File: src/rtl/vga_text_write_arb.sv
// Round-robin arbiter that merges two byte sources into one VGA text console write port.
// Optional macro VGA_TEXT_CRLF_COLLAPSE_EN drops the LF that immediately follows an emitted CR.
module vga_text_write_arb #(
    parameter int FIFO_DEPTH   = 8,
    parameter int PULSE_CYCLES = 2,
    parameter int GAP_CYCLES   = 2
) (
    input  logic                          clk,
    input  logic                          reset_n,
    input  logic [7:0]                    a_data,
    input  logic                          a_valid,
    output logic                          a_ready,
    input  logic [7:0]                    b_data,
    input  logic                          b_valid,
    output logic                          b_ready,
    output logic [7:0]                    char,
    output logic                          en,
    output logic                          busy,
    output logic [$clog2(FIFO_DEPTH):0]   fifo_count
);
    localparam int AW    = $clog2(FIFO_DEPTH);
    localparam int CW    = AW + 1;
    localparam int CMAX  = (PULSE_CYCLES > GAP_CYCLES) ? PULSE_CYCLES : GAP_CYCLES;
    localparam int CNT_W = (CMAX > 1) ? $clog2(CMAX) : 1;

    localparam logic [1:0] S_IDLE  = 2'd0;
    localparam logic [1:0] S_PULSE = 2'd1;
    localparam logic [1:0] S_GAP   = 2'd2;

    logic [7:0]       mem [FIFO_DEPTH];
    logic [AW-1:0]    wr_ptr, rd_ptr;
    logic             rr_b;
    logic             space, a_fire, b_fire, push, pop, drop, emit;
    logic [7:0]       push_data, head;
    logic [1:0]       state;
    logic [CNT_W-1:0] cnt;

    // Space comes from the registered count, so a same-cycle pop never frees a slot.
    // reset_n gating keeps both readies low for the whole time reset is held.
    always_comb begin
        space     = (fifo_count < CW'(FIFO_DEPTH));
        a_ready   = reset_n && space && a_valid && (!b_valid || !rr_b);
        b_ready   = reset_n && space && b_valid && (!a_valid || rr_b);
        a_fire    = a_valid && a_ready;
        b_fire    = b_valid && b_ready;
        push      = a_fire || b_fire;
        push_data = a_fire ? a_data : b_data;
        head      = mem[rd_ptr];
        pop       = (state == S_IDLE) && (fifo_count != '0);
        emit      = pop && !drop;
    end

    always_ff @(posedge clk or negedge reset_n) begin
        if (!reset_n) begin
            rr_b <= 1'b0;
        end else if (a_fire) begin
            rr_b <= 1'b1;
        end else if (b_fire) begin
            rr_b <= 1'b0;
        end
    end

    always_ff @(posedge clk) begin
        if (push) mem[wr_ptr] <= push_data;
    end

    always_ff @(posedge clk or negedge reset_n) begin
        if (!reset_n) begin
            wr_ptr     <= '0;
            rd_ptr     <= '0;
            fifo_count <= '0;
        end else begin
            if (push) wr_ptr <= wr_ptr + AW'(1);
            if (pop)  rd_ptr <= rd_ptr + AW'(1);
            case ({push, pop})
                2'b10:   fifo_count <= fifo_count + CW'(1);
                2'b01:   fifo_count <= fifo_count - CW'(1);
                default: fifo_count <= fifo_count;
            endcase
        end
    end

`ifdef VGA_TEXT_CRLF_COLLAPSE_EN
    logic [7:0] last_char;

    // Cleared after a drop so a later LF is treated as a genuine newline.
    assign drop = pop && (head == 8'h0A) && (last_char == 8'h0D);

    always_ff @(posedge clk or negedge reset_n) begin
        if (!reset_n) begin
            last_char <= 8'h00;
        end else if (emit) begin
            last_char <= head;
        end else if (drop) begin
            last_char <= 8'h00;
        end
    end
`else
    assign drop = 1'b0;
`endif

    always_ff @(posedge clk or negedge reset_n) begin
        if (!reset_n) begin
            state <= S_IDLE;
            cnt   <= '0;
            char  <= 8'h00;
            en    <= 1'b0;
        end else begin
            case (state)
                S_IDLE: begin
                    if (emit) begin
                        char  <= head;
                        en    <= 1'b1;
                        cnt   <= CNT_W'(PULSE_CYCLES - 1);
                        state <= S_PULSE;
                    end
                end
                S_PULSE: begin
                    if (cnt == '0) begin
                        en    <= 1'b0;
                        cnt   <= CNT_W'(GAP_CYCLES - 1);
                        state <= S_GAP;
                    end else begin
                        cnt <= cnt - CNT_W'(1);
                    end
                end
                S_GAP: begin
                    if (cnt == '0) state <= S_IDLE;
                    else           cnt   <= cnt - CNT_W'(1);
                end
                default: begin
                    en    <= 1'b0;
                    state <= S_IDLE;
                end
            endcase
        end
    end

    assign busy = (state != S_IDLE) || (fifo_count != '0);

endmodule

File: config.mk
export PLATFORM = sky130hd
export DESIGN_NAME = vga_text_write_arb
export DESIGN_NICKNAME = d
export VERILOG_FILES = /design/src/rtl/vga_text_write_arb.sv
export SDC_FILE = /design/constraint.sdc
export NUM_CORES = 1
export LEC_CHECK = 0
export CAP_MARGIN = 5
export CORE_UTILIZATION = 30
export DETAILED_ROUTE_END_ITERATION = 16
export HOLD_SLACK_MARGIN = 0.12
export PLACE_DENSITY_LB_ADDON = 0.05
export RECOVER_POWER = 25
export SLEW_MARGIN = 25
export SYNTH_ARGS = -nofsm -noshare
export SYNTH_HDL_FRONTEND = slang
export SYNTH_SLANG_ARGS = --single-unit
File: constraint.sdc
create_clock -name clk -period 2.5 [get_ports clk]
set_input_delay 0.25 -clock clk [delete_from_list [all_inputs] [get_ports clk]]
set_output_delay 0.25 -clock clk [all_outputs]
set_load 0.005 [all_outputs]
==> summary.md <==
| Metric | Value |
|---|---|
| Outcome | `finished clean` |
| Maximum clock path buffer count | `2` |
| ANT cells | `0` |
| Root Buffer | `clkbuf_16` |
| DIE WIDTH | `about 110 µm` |
| Hold Fails Final Rpt | `0` |
| Setup TNS Final | `0 ps` |
| Critical path startpoint category | `register` |
| Setup ws final | `between 300 and 400 ps` |
| Total of max-cap violations | `0` |
| Post-synth top flop | `edfxtp_1` |
| Post-place setup slack | `119 ps` |
| Most frequent cells in the layout | `64 x edfxtp_1, 32 x mux2i_1, 30 x nand2_1` |
| DPL Wire Length | `5.16 mm` |
| LEAKAGE | `1.78 nW` |
| Cells after synthesis | `257` |
| Syn-to-layout area delta | `23.9%` |
| Standard-cell row count | `40` |
| Crit-path cells | `nor4_4 > nand2b_2 > inv_2 > ha_1 > xor2_1 > ha_1 > a21oi_1 > xor2_1 > nor2_1 > xor2_1` |
| Worst Reg-to-Reg Cells | `10` |
| Comb pwr share | `34.2%` |
| Sequential share of the synthesized area | `about two thirds` |
| P per Cell Area | `around 1100 nW/µm²` |
| Commonest non-fill, non-tap cell in the layout | `edfxtp_1` |
| Crit Path Category | `reg2reg` |
| Initial Util | `30.9%` |
| Initial antenna violation count | `0` |
| CP delay by family, top | `simple AND/OR/NAND/NOR gates` |
| Syn nets | `approximately 280` |
| Vias/cell | `around 4.4` |
| Tot GR Track Use | `between 10% and 20%` |
| Hold Slack | `467 ps` |
| Post-Route Utilization | `around two fifths` |
| Final Skew | `6.70 ps` |
| Dpl cells | `about 470` |
| Sequential share of power | `41.7%` |
| Worst hold path class | `reg2reg` |
| Postcts setup bufs | `0` |
| CP startpoint | `fifo_count[2]` |
| Worst path slowest cell | `dfrtp_1` |
| CP dominant cell by count | `xor2_1` |
| Die Y | `113 µm` |
| Non-Filler Instances | `484` |
| Worst R2R End | `fifo_count[2]` |
| Final antenna-violating net count | `0` |
| Syn Area/Cell | `14.5 µm²` |
| Internal reg-to-reg setup slack | `350 ps` |
| Drt drc | `0` |
| Synthesized area | `3730 µm²` |
| Clk slew on worst S/H paths | `~60 ps` |
| Avg WL per Cell | `16.1 µm` |
| CP Depth | `10` |
| Fmax | `464 MHz` |
| Clock Power Share | `24.1%` |
| EDFF count, synth | `64` |
| Htree depth | `3` |
| Seq cells post-synth | `87` |
| Largest net degree at the start of global routing | `24` |
| Crit path required time | `2720 ps` |
| Pre-Repair DR Iteration Count | `4` |
| DR vias | `around 2100` |
| Setup crit end kind | `register` |
| I/O Pins | `36` |
| Slew HR | `4.88%` |
| RSZ-0062 raised after global routing | `no` |
| Final worst-path cycle share | `86.1%` |
| Initial drt markers | `around 70` |
| Worst-Margin Slew | `between 1000 and 1500 ps` |
| Synth top area share | `about 52%` |
| Layout cell share with drive strength beyond 1 | `14.2%` |
| Max-slew violations | `0` |
| Syn. warnings | `0` |
| Fin nets | `336` |
| Final setup fails | `0` |
| Overflow after GRT | `0` |
| Number of global-route vias before repair | `2064` |
| Area contributors post-synth | `edfxtp_1 52%, dfrtp_1 15%, mux2i_1 8.6%, a22oi_1 3.4%, mux2_4 3.2%` |
| Switching Power | `between 1.5 and 2 mW` |
| Drt total wl | `7.80 mm` |
| Reg2Reg Launch Point | `fifo_count[2]` |
| Minimum clock period | `2150 ps` |
| Data arrival, critical path | `2370 ps` |
| Post-CTS Hold Fix Bufs | `0` |
| # resized after CTS | `0` |
| Pint | `approximately 3.4 mW` |
| Worst setup path endpoint | `fifo_count[2]` |
| Critical Path Max Stage Delay | `460 ps` |
| Leading area contributor after synthesis | `edfxtp_1` |
| Clock sink count | `87` |
| Sw Ratio | `about a third` |
| WP buf/inv | `1` |
| # fillers | `1156` |
| CTS tree | `done` |
| First-pass GRT wire length | `~12 mm` |
| Port Buf Inserts | `35` |
| Netlist cell types | `35` |
| Asr flop ratio synth | `26.4%` |
| Latest clock arrival within the worst-skew pair | `340 ps` |
| Core box area | `12100 µm²` |
| Crit-path max FO | `6` |
| Num CTS Buffers | `9` |
| Max VDD drop | `0.350 mV` |
| GP Congestion | `slightly below 0.7` |
| Die area | `around 13000 µm²` |
[per-stage QoR]
stage                     power (mW)  instance area [µm²]
after global placement          4.08                 4350
final                           5.22                 4620
after detailed placement        4.10                 4350
after floorplan                 3.38                 3730
after global routing            5.61                 4620
after CTS                       5.38                 4630
[area by class of cell]
class	count	area, µm²	area share (%)
Multi-Input combinational cell	154	1130	24.5
Tap cell	168	210	4.55
Sequential cell	87	2500	54.1
Clock buffer	9	225	4.88
Inverter	5	18.8	0.407
Clock inverter	7	56.3	1.22
Timing Repair Buffer	54	478	10.4
[synth_stat cells, types with 2 or more instances]
cell type / number
mux2i_1: 32
a21oi_1: 4
xor2_1: 5
dfrtp_1: 23
nor3_1: 2
a22oi_1: 17
mux2_2: 2
nand2_1: 30
inv_1: 4
buf_1: 3
ha_1: 5
mux2_4: 8
xnor2_1: 4
buf_6: 2
buf_4: 3
nand2b_1: 3
o21ai_0: 6
nor2_1: 15
nor2b_1: 3
edfxtp_1: 64
nand3_1: 8
[state kept, by name (all words and copies together), names as in the netlist]
| signal | flops |
|---|---|
| cnt | 1 |
| char | 8 |
| mem | 64 |
| wr_ptr | 3 |
| en | 1 |
| rd_ptr | 3 |
| state | 2 |
| rr_b | 1 |
| fifo_count | 4 |
[logic make-up after synthesis]
kind of cell             synth area share (%)
XOR/XNOR                                 2.12
AO/OA/AOI/OAI                            5.41
AND/OR/NAND/NOR                          8.73
flip-flops                               67.0
buffers and inverters                    2.62
multiplexers                             12.4
adder cells (fa/ha/maj)                  1.68
[how the worst min path moves through the flow]
stage / from / endpoint / slack (ps) / cells past startpoint
CTS: reset_n / rr_b / 310 / 2
global placement: char[3] / char[3] / 460 / 2
global route: char[6] / char[6] / 500 / 2
floorplan: reset_n / char[0] / -50 / 0
finish: char[6] / char[6] / 470 / 2
detailed placement: char[3] / char[3] / 460 / 2
[power groups by stage]
stage                     registers, mW  clock network (mW)  logic (mW)
after floorplan                    2.10                   0        1.28
after global placement             2.21                   0        1.87
after detailed placement           2.21                   0        1.88
after CTS                          2.19                1.30        1.89
after global routing               2.22                1.36        2.03
final                              2.17                1.26        1.79
[worst min-delay path: cells and delay by family, from the launching register on]
family	cells	cell delay, ps
flops	1	340
simple gates	2	100
[metal layers]
layer / global-route usage [%] / routed length, µm / vias to the layer above
li1: - / - / 1051
met4: 5.09 / 99 / 0
met2: 20.1 / 3680 / 43
met1: 17.6 / 3770 / 1030
met5: 0 / 0 / -
met3: 4.20 / 251 / 8
Power figures use the tool's default switching activity.
